[src/rtl/des_pkg.sv]
// Shared definitions for the DES serial-link transaction controller:
// word field widths, op encodings, frame phase markers, FSM state and
// requester identifiers, plus helpers that assemble link words.
package des_pkg;

    localparam int ADDR_W = 30;
    localparam int DATA_W = 24;
    localparam int WORD_W = 32;

    localparam logic [1:0] OP_NOP = 2'b00;
    localparam logic [1:0] OP_RD  = 2'b01;
    localparam logic [1:0] OP_WR  = 2'b10;

    // Phase whose closing edge starts a new frame, and the phase whose
    // closing edge captures the deserialised response.
    localparam logic [2:0] FRAME_LAST  = 3'd7;
    localparam logic [2:0] RESP_SAMPLE = 3'd4;

    localparam logic [WORD_W-1:0] NOP_WORD = '0;

    typedef enum logic [2:0] {
        ST_IDLE  = 3'd0,
        ST_CMD   = 3'd1,
        ST_WDATA = 3'd2,
        ST_WAIT  = 3'd3,
        ST_RESP  = 3'd4
    } state_e;

    typedef enum logic {
        PORT_A = 1'b0,
        PORT_B = 1'b1
    } port_e;

    function automatic logic [WORD_W-1:0] cmd_word(input logic [1:0]        op,
                                                   input logic [ADDR_W-1:0] addr);
        return {op, addr};
    endfunction

    function automatic logic [WORD_W-1:0] data_word(input logic [DATA_W-1:0] wdata);
        return {8'h00, wdata};
    endfunction

endpackage

[src/rtl/des_rr_arb.sv]
// Two-way arbiter for the DES controller. Grant is combinational from the
// live requests; the last-grant register only moves when the controller
// accepts a grant (update). Build option DES_CTRL_FIXED_PRIO_EN switches
// to fixed priority with B always ahead of A; the last-grant register is
// then kept but no longer consulted.
module des_rr_arb
    import des_pkg::*;
(
    input  logic in_clk,
    input  logic rst,
    input  logic req_a,
    input  logic req_b,
    input  logic update,
    output logic gnt_a,
    output logic gnt_b
);

    port_e last_q;
    port_e last_d;

    // Grant selection: contention is resolved against the last winner.
    always_comb begin
        gnt_a = 1'b0;
        gnt_b = 1'b0;
`ifdef DES_CTRL_FIXED_PRIO_EN
        gnt_b = req_b;
        gnt_a = req_a & ~req_b;
`else
        if (req_a && req_b) begin
            gnt_b = (last_q == PORT_A);
            gnt_a = (last_q == PORT_B);
        end else begin
            gnt_a = req_a;
            gnt_b = req_b;
        end
`endif
    end

    // The winner of an accepted grant becomes the last-granted port.
    always_comb begin
        last_d = last_q;
        if (update && gnt_b) begin
            last_d = PORT_B;
        end else if (update && gnt_a) begin
            last_d = PORT_A;
        end
    end

    // Last-grant register; starts at A so B wins the first contention.
    always_ff @(posedge in_clk or posedge rst) begin
        if (rst) begin
            last_q <= PORT_A;
        end else begin
            last_q <= last_d;
        end
    end

endmodule

[src/rtl/des_ctrl.sv]
// Frame-level transaction controller for the 8-cycle DES serial link.
// Port A issues read-only fetches, port B loads and stores. Each frame the
// controller arbitrates, drives a command/data/NOP word on des_din for the
// whole frame, waits RD_LAT frames for read data and returns it with a
// one-cycle ack. Build option DES_CTRL_FIXED_PRIO_EN (in des_rr_arb)
// selects fixed B-over-A priority instead of round-robin.
module des_ctrl
    import des_pkg::*;
#(
    parameter int RD_LAT = 2  // frames from command frame to response frame, 1..7
) (
    input  logic              in_clk,
    input  logic              rst,
    input  logic              a_req,
    input  logic [ADDR_W-1:0] a_addr,
    output logic              a_ack,
    output logic [DATA_W-1:0] a_rdata,
    input  logic              b_req,
    input  logic              b_we,
    input  logic [ADDR_W-1:0] b_addr,
    input  logic [DATA_W-1:0] b_wdata,
    output logic              b_ack,
    output logic [DATA_W-1:0] b_rdata,
    output logic [WORD_W-1:0] des_din,
    input  logic [DATA_W-1:0] des_dout,
    output logic              busy
);

    logic [2:0]        phase_q,   phase_d;
    state_e            state_q,   state_d;
    logic [2:0]        frame_cnt_q, frame_cnt_d;
    port_e             port_q,    port_d;
    logic              we_q,      we_d;
    logic [ADDR_W-1:0] addr_q,    addr_d;
    logic [DATA_W-1:0] wdata_q,   wdata_d;
    logic [WORD_W-1:0] des_din_q, des_din_d;
    logic              a_ack_q,   a_ack_d;
    logic              b_ack_q,   b_ack_d;
    logic [DATA_W-1:0] a_rdata_q, a_rdata_d;
    logic [DATA_W-1:0] b_rdata_q, b_rdata_d;

    logic gnt_a;
    logic gnt_b;
    logic arb_update;
    logic frame_edge;
    logic sample_edge;

    // Acks only ever fire in phase 0 or 5 and grants are taken only on the
    // phase-7 edge, so a request can never be granted alongside its own ack.
    des_rr_arb u_arb (
        .in_clk (in_clk),
        .rst    (rst),
        .req_a  (a_req),
        .req_b  (b_req),
        .update (arb_update),
        .gnt_a  (gnt_a),
        .gnt_b  (gnt_b)
    );

    assign frame_edge  = (phase_q == FRAME_LAST);
    assign sample_edge = (phase_q == RESP_SAMPLE);

    // Next-state logic: phase counter, transaction FSM and registered outputs.
    always_comb begin
        // NOTE: every _d takes a default before the case so no branch leaves
        // one unassigned; a missed default here would infer a latch.
        phase_d     = phase_q + 3'd1;
        state_d     = state_q;
        frame_cnt_d = frame_cnt_q;
        port_d      = port_q;
        we_d        = we_q;
        addr_d      = addr_q;
        wdata_d     = wdata_q;
        des_din_d   = des_din_q;
        a_rdata_d   = a_rdata_q;
        b_rdata_d   = b_rdata_q;
        a_ack_d     = 1'b0;
        b_ack_d     = 1'b0;
        arb_update  = 1'b0;

        unique case (state_q)
            ST_IDLE: begin
                if (frame_edge) begin
                    if (gnt_a || gnt_b) begin
                        arb_update = 1'b1;
                        // Transaction fields are frozen here; later requester
                        // changes have no effect on this transaction.
                        if (gnt_b) begin
                            port_d = PORT_B;
                            we_d   = b_we;
                            addr_d = b_addr;
                        end else begin
                            port_d = PORT_A;
                            we_d   = 1'b0;
                            addr_d = a_addr;
                        end
                        wdata_d   = b_wdata;
                        des_din_d = cmd_word(we_d ? OP_WR : OP_RD, addr_d);
                        state_d   = ST_CMD;
                    end else begin
                        des_din_d = NOP_WORD;
                    end
                end
            end

            ST_CMD: begin
                if (frame_edge) begin
                    if (we_q) begin
                        des_din_d = data_word(wdata_q);
                        state_d   = ST_WDATA;
                    end else begin
                        des_din_d   = NOP_WORD;
                        frame_cnt_d = 3'(RD_LAT - 1);
                        state_d     = (RD_LAT == 1) ? ST_RESP : ST_WAIT;
                    end
                end
            end

            ST_WDATA: begin
                // Only port B writes; its ack lands in phase 0 of the NOP frame.
                if (frame_edge) begin
                    des_din_d = NOP_WORD;
                    b_ack_d   = 1'b1;
                    state_d   = ST_IDLE;
                end
            end

            ST_WAIT: begin
                if (frame_edge) begin
                    des_din_d   = NOP_WORD;
                    frame_cnt_d = frame_cnt_q - 3'd1;
                    if (frame_cnt_d == 3'd0) begin
                        state_d = ST_RESP;
                    end
                end
            end

            ST_RESP: begin
                // Returning to IDLE here lets the same frame's phase-7 edge
                // grant the next transaction, giving back-to-back reads.
                if (sample_edge) begin
                    if (port_q == PORT_B) begin
                        b_rdata_d = des_dout;
                        b_ack_d   = 1'b1;
                    end else begin
                        a_rdata_d = des_dout;
                        a_ack_d   = 1'b1;
                    end
                    state_d = ST_IDLE;
                end
            end

            default: begin
                state_d = ST_IDLE;
            end
        endcase
    end

    // State and output registers; reset aborts any transaction without an ack.
    always_ff @(posedge in_clk or posedge rst) begin
        if (rst) begin
            phase_q     <= 3'b111;
            state_q     <= ST_IDLE;
            frame_cnt_q <= 3'd0;
            port_q      <= PORT_A;
            we_q        <= 1'b0;
            addr_q      <= '0;
            wdata_q     <= '0;
            des_din_q   <= NOP_WORD;
            a_ack_q     <= 1'b0;
            b_ack_q     <= 1'b0;
            a_rdata_q   <= '0;
            b_rdata_q   <= '0;
        end else begin
            // NOTE: non-blocking so every register samples pre-edge values.
            phase_q     <= phase_d;
            state_q     <= state_d;
            frame_cnt_q <= frame_cnt_d;
            port_q      <= port_d;
            we_q        <= we_d;
            addr_q      <= addr_d;
            wdata_q     <= wdata_d;
            des_din_q   <= des_din_d;
            a_ack_q     <= a_ack_d;
            b_ack_q     <= b_ack_d;
            a_rdata_q   <= a_rdata_d;
            b_rdata_q   <= b_rdata_d;
        end
    end

    assign a_ack   = a_ack_q;
    assign b_ack   = b_ack_q;
    assign a_rdata = a_rdata_q;
    assign b_rdata = b_rdata_q;
    assign des_din = des_din_q;
    assign busy    = (state_q != ST_IDLE);

endmodule
[config.mk]
export PLATFORM = sky130hd
export DESIGN_NAME = des_ctrl
export DESIGN_NICKNAME = d
export VERILOG_FILES = /design/src/rtl/des_pkg.sv /design/src/rtl/des_rr_arb.sv /design/src/rtl/des_ctrl.sv
export SDC_FILE = /design/constraint.sdc
export NUM_CORES = 1
export LEC_CHECK = 0
export ABC_AREA = 1
export CAP_MARGIN = 20
export CORE_AREA = 4 4 117 119
export CTS_CLUSTER_SIZE = 28
export DETAILED_ROUTE_END_ITERATION = 7
export DIE_AREA = 0 0 121 123
export GPL_ROUTABILITY_DRIVEN = 0
export HOLD_SLACK_MARGIN = 0.05
export PLACE_DENSITY_LB_ADDON = 0.25
export SKIP_CTS_REPAIR_TIMING = 1
export SLEW_MARGIN = 20
export SYNTH_ARGS = -nofsm -noshare
export SYNTH_HDL_FRONTEND = slang
export SYNTH_SLANG_ARGS = --single-unit
[constraint.sdc]
create_clock -name in_clk -period 6.6 [get_ports in_clk]
set_input_delay 1.65 -clock in_clk [delete_from_list [all_inputs] [get_ports in_clk]]
set_output_delay 1.65 -clock in_clk [all_outputs]
set_load 0.05 [all_outputs]
==> out/summary.txt <==
Total clock sinks - 118
Max_slew headroom - 31.1%
CP max stage delay - 1.00 ns
Vias/cell - 4.92
Crit path time final - 4.17 ns
Worst-path fanout max - 29
Hold endpoint - wdata_q[21]
Skew-Pair Late Insertion Delay - 0.41 ns
Max VDD drop - 0.289 mV
CP Depth - 3
Root Driver - clkbuf_16
Delay-heaviest family, CP - flip-flops
Synthesized cell area - 5570 µm²
First-pass GRT wire length - 25500 µm
Leakage Power - 4.08 nW
Final ANT Viol Nets - 0
CP Class - reg -> out
Initial core utilization - 44.3%
FMAX - 0.240 GHz
Reg2Reg Depth - 6
Clock transition at path regs - 0.05 ns
Port bufs - 195
Non-Filler Instances - 1051
Final net count - 985
CP arrival - 2.52 ns
Placed cell count - 1018
ANT cells - 0
Hold Fails Final Rpt - 0
Final HPWL DP - 11100 µm
Syn_nets - 802
Avg Inst Size Synth - 8.15 µm²
Critical-path cell list - nor2_4, nand2_4, clkdlybuf4s50_1
Largest net degree at the start of global routing - 66
Residual DRC count - 0
H-tree levels - 4
Die area - 14900 µm²
Die Width - 121 µm
Status - finished clean
Final Total Pwr - 3.90 mW
Core box area - 12600 µm²
Share of layout cells above drive strength 1 - 8.76%
Crit share post-route - 63.2%
Post-Syn Instances - 683
Met3 usage - 4.89%
Min-delay src - wdata_q[21]
Met2 Track Usage GR - 36.6%
Final setup vio count - 0
Tightest Pin Transition - 1.03 ns
Sequential fraction of the synthesis area - 53.1%
Highest-delay cell along the critical path - dfrtp_1
Post-synth top area share - 51.7%
FF+latch count, synth - 118
Hold Path Cell Cnt - 2
Io pins - 196
Vias - 5169
Clock Skews - 0.00849 ns
CTS Buf Count - 17
Post-synth top area cell - dfrtp_1
Hold/Removal Path Class - reg -> reg
GR Layer Usage met1 - 26.8%
Power density cells - 475 nW/µm²
Yosys warnings - 0
Worst path required time - 4.95 ns
Setup TNS - 0 ns
Max-Cap Viols - 0
Initial DRT Pass Iterations - 5
Row count - 41
Area delta synth->final - 47.5%
Critical R2R Capture - wdata_q[13]
Global Route Usage Sum - 21.5%
Worst reg2reg startpoint - state_q[0]
RSZ-0062 raised after global routing - no
Final wirelength - 15700 µm
Top Usage Layer GRT - met2
Wirelength per Cell - 14.9 µm
Gr ovfl total - 0
Pins Over Slew Limit - 0
Max clock buf depth - 2
Die height - 123 µm
CP Launch Type - flop
Iter 0 DRT Violations - 411
Initial antenna violation count - 0
Design Area, Final - 8210 µm²
Worst setup EP type - output pin
TritonCTS clock tree - built
Setup slack, reg-to-reg - 3.83 ns
Bufs and invs on worst path - 1
Cell Area, Placed - 7600 µm²
Netlist cell types - 27
Largest cells by area after synthesis - dfrtp_1 (52%), nand2_1 (13%), inv_1 (6.2%)
Vias in the first global route - 5251
==> stage by stage <==
step	hold WS [ns]	setup WS, ns	util [%]
3_5_place_dp	0.459	2.64	60.5
5_1_grt	0.487	2.31	65.3
6_report	0.470	2.43	65.3
4_1_cts	0.473	2.44	65.1
2_1_floorplan	0.441	1.83	-
3_3_place_gp	0.448	2.78	59.9
==> power by group <==
part / internal [mW] / switching (mW) / total [mW] / leakage, nW
registers: 1.01 / 0.227 / 1.24 / 1.42
logic: 0.582 / 1.17 / 1.75 / 2.38
clock network: 0.575 / 0.331 / 0.906 / 0.275
total: 2.17 / 1.73 / 3.90 / 4.08
==> how the worst max path moves through the flow <==
stage	start	to
floorplan	rst	a_ack
global placement	b_req	wdata_q[19]
detailed placement	b_req	wdata_q[13]
CTS	state_q[0]	busy
global route	state_q[0]	busy
finish	state_q[0]	busy
==> synth_stat cells (all sizes together) <==
master and number:
nand2 200, dfrtp 115, inv 95, o21ai 68, nor2 38, nand3 31, nand4 29, a21oi 26
or2 24, buf 22, clkbuf 16, nor3 8, ha 6, dfstp 3, o31ai 2
==> state kept, by name, summed over array words and instances (netlist names) <==
name,flops
a_rdata,24
a_ack,1
port_q,1
b_rdata,24
we_q,1
wdata_q,24
phase_q,3
des_din,32
b_ack,1
frame_cnt_q,3
state_q,3
u_arb.last_q,1
==> cell usage in the layout (no fill, tap or decap), drive strengths merged, types with 8 or more instances in the layout <==
master / n
a21oi: 26
clkbuf: 21
dfrtp: 115
o21ai: 68
inv: 95
nand2: 200
nor2: 38
nor3: 8
or2: 24
nand4: 29
nand3: 31
clkdlybuf4s50: 195
==> worst min-delay path, stage by stage (launching register included) <==
cell and delay [ns]:
dfrtp_1 0.34, nand2_1 0.05, nand2_1 0.05
==> area by class of cell <==
cell class	instances	area [µm²]
fillers	1061	4360
clock inverters	11	126
multi-input cells	432	2040
inverters	95	359
clock buffers	21	460
flip-flops and latches	118	2960
repair buffers	202	2050
well taps	172	215
==> cell families after synthesis <==
logic type	after synthesis	synth area share (%)
compound gates	96	8.79
fa+ha+maj	6	1.35
buf+inv	133	10.4
flops	118	53.1
simple gates	330	26.3
==> per-layer routing <==
metal	vias to the layer above	wire, µm	share of wire (%)
li1	2519	-	-
met1	2435	6340	40
met2	192	7940	51
met3	23	1070	6.8
met4	0	310	2.0
met5	-	0	0
No activity file was read; power rests on OpenSTA's default activity.
